--- src/rtl/pattern_fill_writer.sv ---
// Sequential pattern filler: one word per address 0..DEPTH-1, address 0 presented the cycle after start.
// A word is held until wr_ready accepts it; done pulses once after the last accepted word.
module pattern_fill_writer #(
  parameter int DATA_W    = 16,
  parameter int ADDR_W    = 16,
  parameter int DEPTH     = 24000,
  parameter int STRIPE    = 50,
  parameter int ROW_WORDS = 160
) (
  input  logic              clk,
  input  logic              reset,
  input  logic              start,
  input  logic [1:0]        mode,
  input  logic [DATA_W-1:0] color_a,
  input  logic [DATA_W-1:0] color_b,
  input  logic              wr_ready,
  output logic              load,
  output logic [ADDR_W-1:0] address,
  output logic [DATA_W-1:0] out,
  output logic              busy,
  output logic              done
);

  localparam int IW = (DEPTH > 1) ? $clog2(DEPTH) : 1;
  localparam int SW = (STRIPE > 1) ? $clog2(STRIPE) : 1;
  localparam int RW = (ROW_WORDS > 1) ? $clog2(ROW_WORDS) : 1;

  typedef enum logic [1:0] {IDLE, FILL, DONE_S} state_t;

  state_t            state;
  logic [1:0]        mode_q;
  logic [DATA_W-1:0] color_a_q;
  logic [DATA_W-1:0] color_b_q;

  // Running counters describing the word currently presented: index, position
  // within the 1-D stripe, column, and checker cell position/parity per axis.
  logic [IW-1:0] idx;
  logic [SW-1:0] stripe_pos;
  logic [RW-1:0] col;
  logic [SW-1:0] col_sub;
  logic          col_par;
  logic [SW-1:0] row_sub;
  logic          row_par;

  logic [IW-1:0] idx_n;
  logic [SW-1:0] stripe_pos_n;
  logic [RW-1:0] col_n;
  logic [SW-1:0] col_sub_n;
  logic          col_par_n;
  logic [SW-1:0] row_sub_n;
  logic          row_par_n;
  logic          last_word;

  assign last_word = (idx == IW'(DEPTH - 1));

  always_comb begin
    idx_n        = idx + IW'(1);
    stripe_pos_n = (stripe_pos == SW'(STRIPE - 1)) ? '0 : stripe_pos + SW'(1);
    col_n        = col + RW'(1);
    col_sub_n    = col_sub;
    col_par_n    = col_par;
    row_sub_n    = row_sub;
    row_par_n    = row_par;
    if (col == RW'(ROW_WORDS - 1)) begin
      // End of row: column state restarts, row advances within its cell.
      col_n     = '0;
      col_sub_n = '0;
      col_par_n = 1'b0;
      if (row_sub == SW'(STRIPE - 1)) begin
        row_sub_n = '0;
        row_par_n = ~row_par;
      end else begin
        row_sub_n = row_sub + SW'(1);
      end
    end else if (col_sub == SW'(STRIPE - 1)) begin
      col_sub_n = '0;
      col_par_n = ~col_par;
    end else begin
      col_sub_n = col_sub + SW'(1);
    end
  end

  function automatic logic [DATA_W-1:0] pattern(
    input logic [1:0]        m,
    input logic [DATA_W-1:0] ca,
    input logic [DATA_W-1:0] cb,
    input logic [IW-1:0]     a,
    input logic              on_stripe,
    input logic              cell_odd
  );
    case (m)
      2'd0:    return ca;
      2'd1:    return on_stripe ? cb : ca;
      2'd2:    return cell_odd ? cb : ca;
      default: return DATA_W'(a);
    endcase
  endfunction

  always_ff @(posedge clk) begin
    if (reset) begin
      state      <= IDLE;
      load       <= 1'b0;
      address    <= '0;
      out        <= '0;
      busy       <= 1'b0;
      done       <= 1'b0;
      mode_q     <= '0;
      color_a_q  <= '0;
      color_b_q  <= '0;
      idx        <= '0;
      stripe_pos <= '0;
      col        <= '0;
      col_sub    <= '0;
      col_par    <= 1'b0;
      row_sub    <= '0;
      row_par    <= 1'b0;
    end else begin
      case (state)
        IDLE: begin
          done <= 1'b0;
          if (start) begin
            mode_q     <= mode;
            color_a_q  <= color_a;
            color_b_q  <= color_b;
            idx        <= '0;
            stripe_pos <= '0;
            col        <= '0;
            col_sub    <= '0;
            col_par    <= 1'b0;
            row_sub    <= '0;
            row_par    <= 1'b0;
            address    <= '0;
            load       <= 1'b1;
            busy       <= 1'b1;
            out        <= pattern(mode, color_a, color_b, '0, 1'b1, 1'b0);
            state      <= FILL;
          end
        end
        FILL: begin
          if (load && wr_ready) begin
            if (last_word) begin
              load  <= 1'b0;
              busy  <= 1'b0;
              done  <= 1'b1;
              state <= DONE_S;
            end else begin
              idx        <= idx_n;
              stripe_pos <= stripe_pos_n;
              col        <= col_n;
              col_sub    <= col_sub_n;
              col_par    <= col_par_n;
              row_sub    <= row_sub_n;
              row_par    <= row_par_n;
              address    <= ADDR_W'(idx_n);
              out        <= pattern(mode_q, color_a_q, color_b_q, idx_n,
                                    stripe_pos_n == '0, row_par_n ^ col_par_n);
            end
          end
        end
        DONE_S: begin
          done  <= 1'b0;
          state <= IDLE;
        end
        default: state <= IDLE;
      endcase
    end
  end

endmodule

--- config.mk ---
export PLATFORM = sky130hd
export DESIGN_NAME = pattern_fill_writer
export DESIGN_NICKNAME = d
export VERILOG_FILES = /design/src/rtl/pattern_fill_writer.sv
export SDC_FILE = /design/constraint.sdc
export NUM_CORES = 1
export LEC_CHECK = 0
export BUFFER_PORTS_ARGS = -buffer_cell sky130_fd_sc_hd__buf_2
export CORE_ASPECT_RATIO = 1.1
export CORE_UTILIZATION = 42
export CTS_BUF_LIST = sky130_fd_sc_hd__clkbuf_4
export CTS_CLUSTER_SIZE = 30
export DETAILED_ROUTE_END_ITERATION = 10
export PLACE_DENSITY = 0.64
export SLEW_MARGIN = 40
export SYNTH_ARGS = -nofsm -noshare
export SYNTH_HDL_FRONTEND = slang
export SYNTH_SLANG_ARGS = --single-unit
--- constraint.sdc ---
create_clock -name clk -period 3.3 [get_ports clk]
set_input_delay 0.66 -clock clk [delete_from_list [all_inputs] [get_ports clk]]
set_output_delay 0.66 -clock clk [all_outputs]
set_load 0.01 [all_outputs]
; Word level (Yosys, flattened, before mapping)
; Cells that the tools add are included.
[classes]
n_reduce_logical = 15
mux = 58
bitwise_logic = 3
shift = 0
div = 0
eq_ne = 16
n_mul = 0
order_cmp = 0
add_sub_neg = 5
[ops]
columns = operator, count
row1 = $mux 16, 8
row2 = $pmux 16 s2, 3
row3 = $mux 6, 12
row4 = $pmux 16 s3, 1
row5 = $mux 15, 3
row6 = $pmux 6 s2, 3
row7 = $mux 8, 4
row8 = $pmux 15 s2, 1
row9 = $add 6x1->6 const B, 3
row10 = $eq 6x6->1 const B, 3
row11 = $pmux 8 s2, 1
row12 = $add 15x1->15 const B, 1
row13 = $eq 15x15->1 const B, 1
row14 = $mux 1, 14
row15 = $ne 2x2->1 const B, 5
row16 = $add 8x1->8 const B, 1
row17 = $eq 8x8->1 const B, 1
row18 = $pmux 1 s2, 4
row19 = $reduce_and 4->1, 2
row20 = $eq 2x1->1 const B, 3
row21 = $eq 2x2->1 const B, 3
row22 = $logic_not 2->1, 3
row23 = $logic_not 6->1, 1
row24 = $mux 2, 3
row25 = other kinds (9), 13
[word_totals]
word_cells = 112
ramBits = 0
regBits = 113
mem_count = 0
rom_bits = 0
latch_bits = 0
output_inout_bits = 35

; Logic depth before layout (Yosys ltp)
[depth]
depth_word = 9
mapped_depth = 10
depth_no_buf = 9

; Least setup slack after synthesis
; Ideal clock, no wire load.
[synth_timing]
path_kind = reg2reg
startpoint = register col[0]
endpoint = register out[10]
t_arrival_ns = 2.049
required_ns = 3.167
synth_period_minus_slack_ns = 2.182
slack_ns = 1.118
path_stages_with_launch = 11
path_cell_list = dfxtp_1 > ha_1 > and3_4 > and4_1 > buf_2 > a211o_1 > o32ai_4 > or2_0 > buf_2 > a221oi_1 > nor3_1
[synth_between]
elab_chain_len = 8
elab_cells_between_ends = 9
classes_between = 1 x eq/ne / 7 x mux / 1 x bitwise
[synth_lines]
columns = item, line_no
row1 = start: declaration, 39  ; logic [RW-1:0] col;
row2 = start signal: assignment, 149  ; col <= col_n;
row3 = $eq 8x8->1 *, 64  ; if (col == RW'(ROW_WORDS - 1)) begin
row4 = $mux 1, 64
row5 = $xor 1x1->1 *, 156  ; stripe_pos_n == '0, row_par_n ^ col_par_n);
row6 = $mux 16 *, 94  ; 2'd2: return cell_odd ? cb : ca;
row7 = $pmux 16 s3 *, 91  ; case (m)
row8 = $mux 16 *, 141  ; if (last_word) begin
row9 = $mux 16 *, 140  ; if (load && wr_ready) begin
row10 = $pmux 16 s2 *, 118  ; case (state)
row11 = end signal: assignment, 135  ; out <= pattern(mode, color_a, color_b, '0, 1'b1, 1'b0);
row12 = end signal: assignment, 155  ; out <= pattern(mode_q, color_a_q, color_b_q, idx_n,
row13 = end: declaration, 19  ; output logic [DATA_W-1:0] out,
; Every way passes the cells marked *; elsewhere a longest branch is shown, timed or not. The select of a mux whose other input is x is not followed.
; A chain may end at the register's enable or synchronous reset.

; Final worst setup path
[layout_timing]
startpoint = register stripe_pos[0]
endpoint = register out[5]
[layout_between]
elab_chain_len = 8
elab_cells_between_ends = 9
classes_between = 1 x add/sub / 1 x eq/ne / 6 x mux / 1 x reduce/logical
[layout_lines]
columns = item, line_no
row1 = start: declaration, 38  ; logic [SW-1:0] stripe_pos;
row2 = start signal: assignment, 148  ; stripe_pos <= stripe_pos_n;
row3 = $add 6x1->6 / $eq 6x6->1 (equally long branches), 58  ; stripe_pos_n = (stripe_pos == SW'(STRIPE - 1)) ? '0 : stripe_pos + SW'(1);
row4 = $mux 6 *, 58
row5 = $logic_not 6->1 *, 156
row6 = $mux 16 *, 93  ; 2'd1: return on_stripe ? cb : ca;
row7 = $pmux 16 s3 *, 91
row8 = $mux 16 *, 141
row9 = $mux 16 *, 140
row10 = $pmux 16 s2 *, 118
; Marked as above.

==> flow_summary.yaml <==
route:
  wl_met3_um: 954
  drt-pass1-iter-count: 5
  drt_iter0_markers: 369
  routed_via_density: 5.94
  wl_per_cell_um: 17.3
  routed_wirelength_mm: 15.0
  ant_nets: 0
  wl_met2_mm: 7.37
  met1Wirelength_mm: 6.13
  drc: 0
  highest_layer: "met4"
  vias: 5146
grt:
  grt.total_usage_pct: 24.3
  grt_pass1_vias: 4880
  grt_overflow: 0
  antenna_found_initial: 1
  grt_max_degree: 61
  grt_pass1_wl_mm: 24.2
layout:
  final_net_count: 752
  nFillCells: 1193
  multi_input_area_um2: 3010
  seqCellArea_um2: 1940
  area_growth_pct: 11.8
  drive_gt1_share_pct: 16.7
  fin_util_pct: 48.1
power:
  clkPwrFrac_pct: 30.2
  p_sw_share_pct: 31.1
  power_leakage_nw: 2.14
  pwr-share-seq_pct: 54.3
  switchingPower_w: 0.000724
  max-vdd-ir-drop_mv: 0.204
  power.density_nw_per_um2: 402
  combPwrFrac_pct: 15.5
  p_int_w: 0.00160
yosys:
  syn-num-nets: 703
  syn-cell-area_um2: 5170
  seq_area_frac_synth_pct: 37.5
  ys_warn_count: 0
  avgSynthCellArea_um2: 7.87
  syn_inst: 657
  ys_async_sr_fraction_pct: 0
  ys.flop_type: "dfxtp_1"
  yosysUniqueCellTypes: 67
  synth-seq-cells: 97
  synth_edf_count: 0
cts:
  cts_made_buffers: 9
  htreeDepth: 3
  cts_root_buf: "clkbuf_4"
  cts.clk_slew.worst_paths_ns: 0.17
  cts_tree: "done"
  cts_hold_buf: 0
  clk-insertion-delay-late_ns: 0.48
  clk_path_buf_depth: 2
  cts_resized: 0
  clock_sinks: 97
  postCtsSetupBuffers: 0
die:
  core_um2: 12000
  ios: 73
  die_w_um: 108
  die_h_um: 118
  rows: 42
  initial_core_util_pct: 43.0
  die_area_um2: 12800
timing:
  rsz0062_at_grt: "no"
  relSlewSlack_pct: 50.8
  tightest_slew_ns: 0.738
  fin_skew_ns: 0.0220
  finalWorstSetupSlack_ns: 0.638
  tns_ns: 0
  setup_viol: 0
  min_period_ns: 2.66
  fmax_ghz: 0.376
  hold_viol: 0
  final.period_utilization_pct: 80.7
  whs_ns: 0.396
  report.final.slew_viol_count: 0
worst_setup_path:
  cpPeakStageDelay_ns: 0.50
  cp_max_fo: 8
  crit_chain: "ha_1 > nand3b_1 > nor3b_1 > inv_1 > a21oi_1 > or2_0 > a221oi_1 > nor3_1"
  critPathArrivalTime_ns: 3.08
  end_kind: "register"
  path_class: "reg2reg"
  start_kind: "register"
  required_ns: 3.72
  crit_path_top_delay_cell: "dfxtp_1"
place:
  port_buffers: 71
  gp_congestion: 0.892
  dp_hpwl_mm: 10.7
  post-place-ws_ns: 0.687
run:
  maxCapViolations: 0
min_path:
  hold_class: "in2reg"
outcome:
  outcome: "finished clean"
==> cell type report <==
type | count | share of cell area, %
Multi-Input combinational cell | 508 | 52.0
Inverter | 7 | 0.454
Clock inverter | 7 | 1.49
Tap cell | 154 | 3.33
Clock buffer | 9 | 1.17
Sequential cell | 97 | 33.6
Antenna cell | 1 | 0.0433
Timing Repair Buffer | 83 | 7.92
==> kinds of logic (layout without fill, tap and decap cells) <==
family / after synthesis / count (layout) / share of synthesized area [%]
AND/OR/NAND/NOR: 269 / 269 / 24.8
AO/OA/AOI/OAI: 197 / 197 / 25.6
flip-flops: 97 / 97 / 37.5
buffers and inverters: 52 / 106 / 4.33
XOR/XNOR: 29 / 29 / 4.91
adder cells (fa/ha/maj): 8 / 8 / 1.94
multiplexers: 4 / 4 / 0.774
other: 1 / 2 / 0.0725
==> cells in the final DEF (no fill, tap or decap), types with 10 or more instances in the layout <==
cell type / count
dfxtp_1: 97
buf_2: 71
nor2_1: 66
nand4_1: 13
xor2_1: 20
nor3_1: 23
buf_4: 11
a211oi_1: 19
nand2_1: 104
a221oi_1: 20
o21ai_0: 28
nand3_1: 10
a21oi_1: 84
==> critical path: cells and delay by family (launching register included) <==
kind	cells	cell delay (ns)
AND/OR/NAND/NOR	4	1.17
buffers and inverters	1	0.11
AO/OA/AOI/OAI	2	0.61
flip-flops	1	0.50
adder cells (fa/ha/maj)	1	0.20
==> power by group through the flow <==
stage / clock (W) / combinational (W) / sequential [W]
2_1_floorplan: 0 / 0.000238 / 0.00128
3_3_place_gp: 0 / 0.000346 / 0.00129
3_5_place_dp: 0 / 0.000357 / 0.00129
4_1_cts: 0.000722 / 0.000358 / 0.00126
5_1_grt: 0.000774 / 0.000397 / 0.00127
6_report: 0.000702 / 0.000359 / 0.00126
==> metal layers <==
layer / up-vias / track usage (%)
met3: 37 / 4.30
met4: 0 / 11.4
met5: - / 0
met1: 2446 / 30.1
li1: 2458 / -
met2: 205 / 40.5
==> path summary, 6_finish.rpt <==
kind | from | end | slack, ns | depth (start not counted)
setup / recovery | stripe_pos[0] | out[5] | 0.64 | 8
hold / removal | color_a[12] | color_a_q[12] | 0.40 | 3
setup reg to reg | stripe_pos[0] | out[5] | 0.64 | 8
hold reg to reg | color_b_q[7] | color_b_q[7] | 0.47 | 2
==> metrics by stage <==
step	instance area, um2	total power (W)	instances
6_report	5780	0.00232	866
3_5_place_dp	5630	0.00164	849
4_1_cts	5780	0.00234	865
3_3_place_gp	5630	0.00163	849
5_1_grt	5780	0.00244	866
2_1_floorplan	5170	0.00152	657
==> registers in the layout, summed over array words and instances (netlist names) <==
signal,cells
color_a_q,16
color_b_q,16
out,16
address,15
col,8
col_sub,6
row_sub,6
stripe_pos,6
mode_q,2
state,2
busy,1
col_par,1
done,1
row_par,1
==> synth_stat cells (3+ instances only) <==
cell / number / area share, %
a211oi_1: 19 / 2.8
a21o_1: 8 / 1.2
a21oi_1: 84 / 8.1
a221oi_1: 20 / 3.4
a22oi_1: 5 / 0.73
and2_1: 3 / 0.36
and3_1: 6 / 0.73
and4_1: 3 / 0.51
buf_2: 11 / 1.1
buf_4: 4 / 0.58
clkbuf_1: 30 / 2.2
dfxtp_1: 97 / 38
ha_1: 8 / 1.9
inv_1: 6 / 0.44
mux2i_1: 4 / 0.77
nand2_1: 104 / 7.5
nand2b_1: 8 / 0.97
nand3_1: 10 / 0.97
nand3b_1: 4 / 0.58
nand4_1: 13 / 1.6
nor2_1: 66 / 4.8
nor2b_1: 6 / 0.73
nor3_1: 23 / 2.2
nor3b_1: 3 / 0.44
nor4_1: 4 / 0.48
o21ai_0: 28 / 2.7
o221ai_1: 6 / 1.0
xnor2_1: 9 / 1.5
xor2_1: 20 / 3.4
Power figures use the tool's default switching activity.
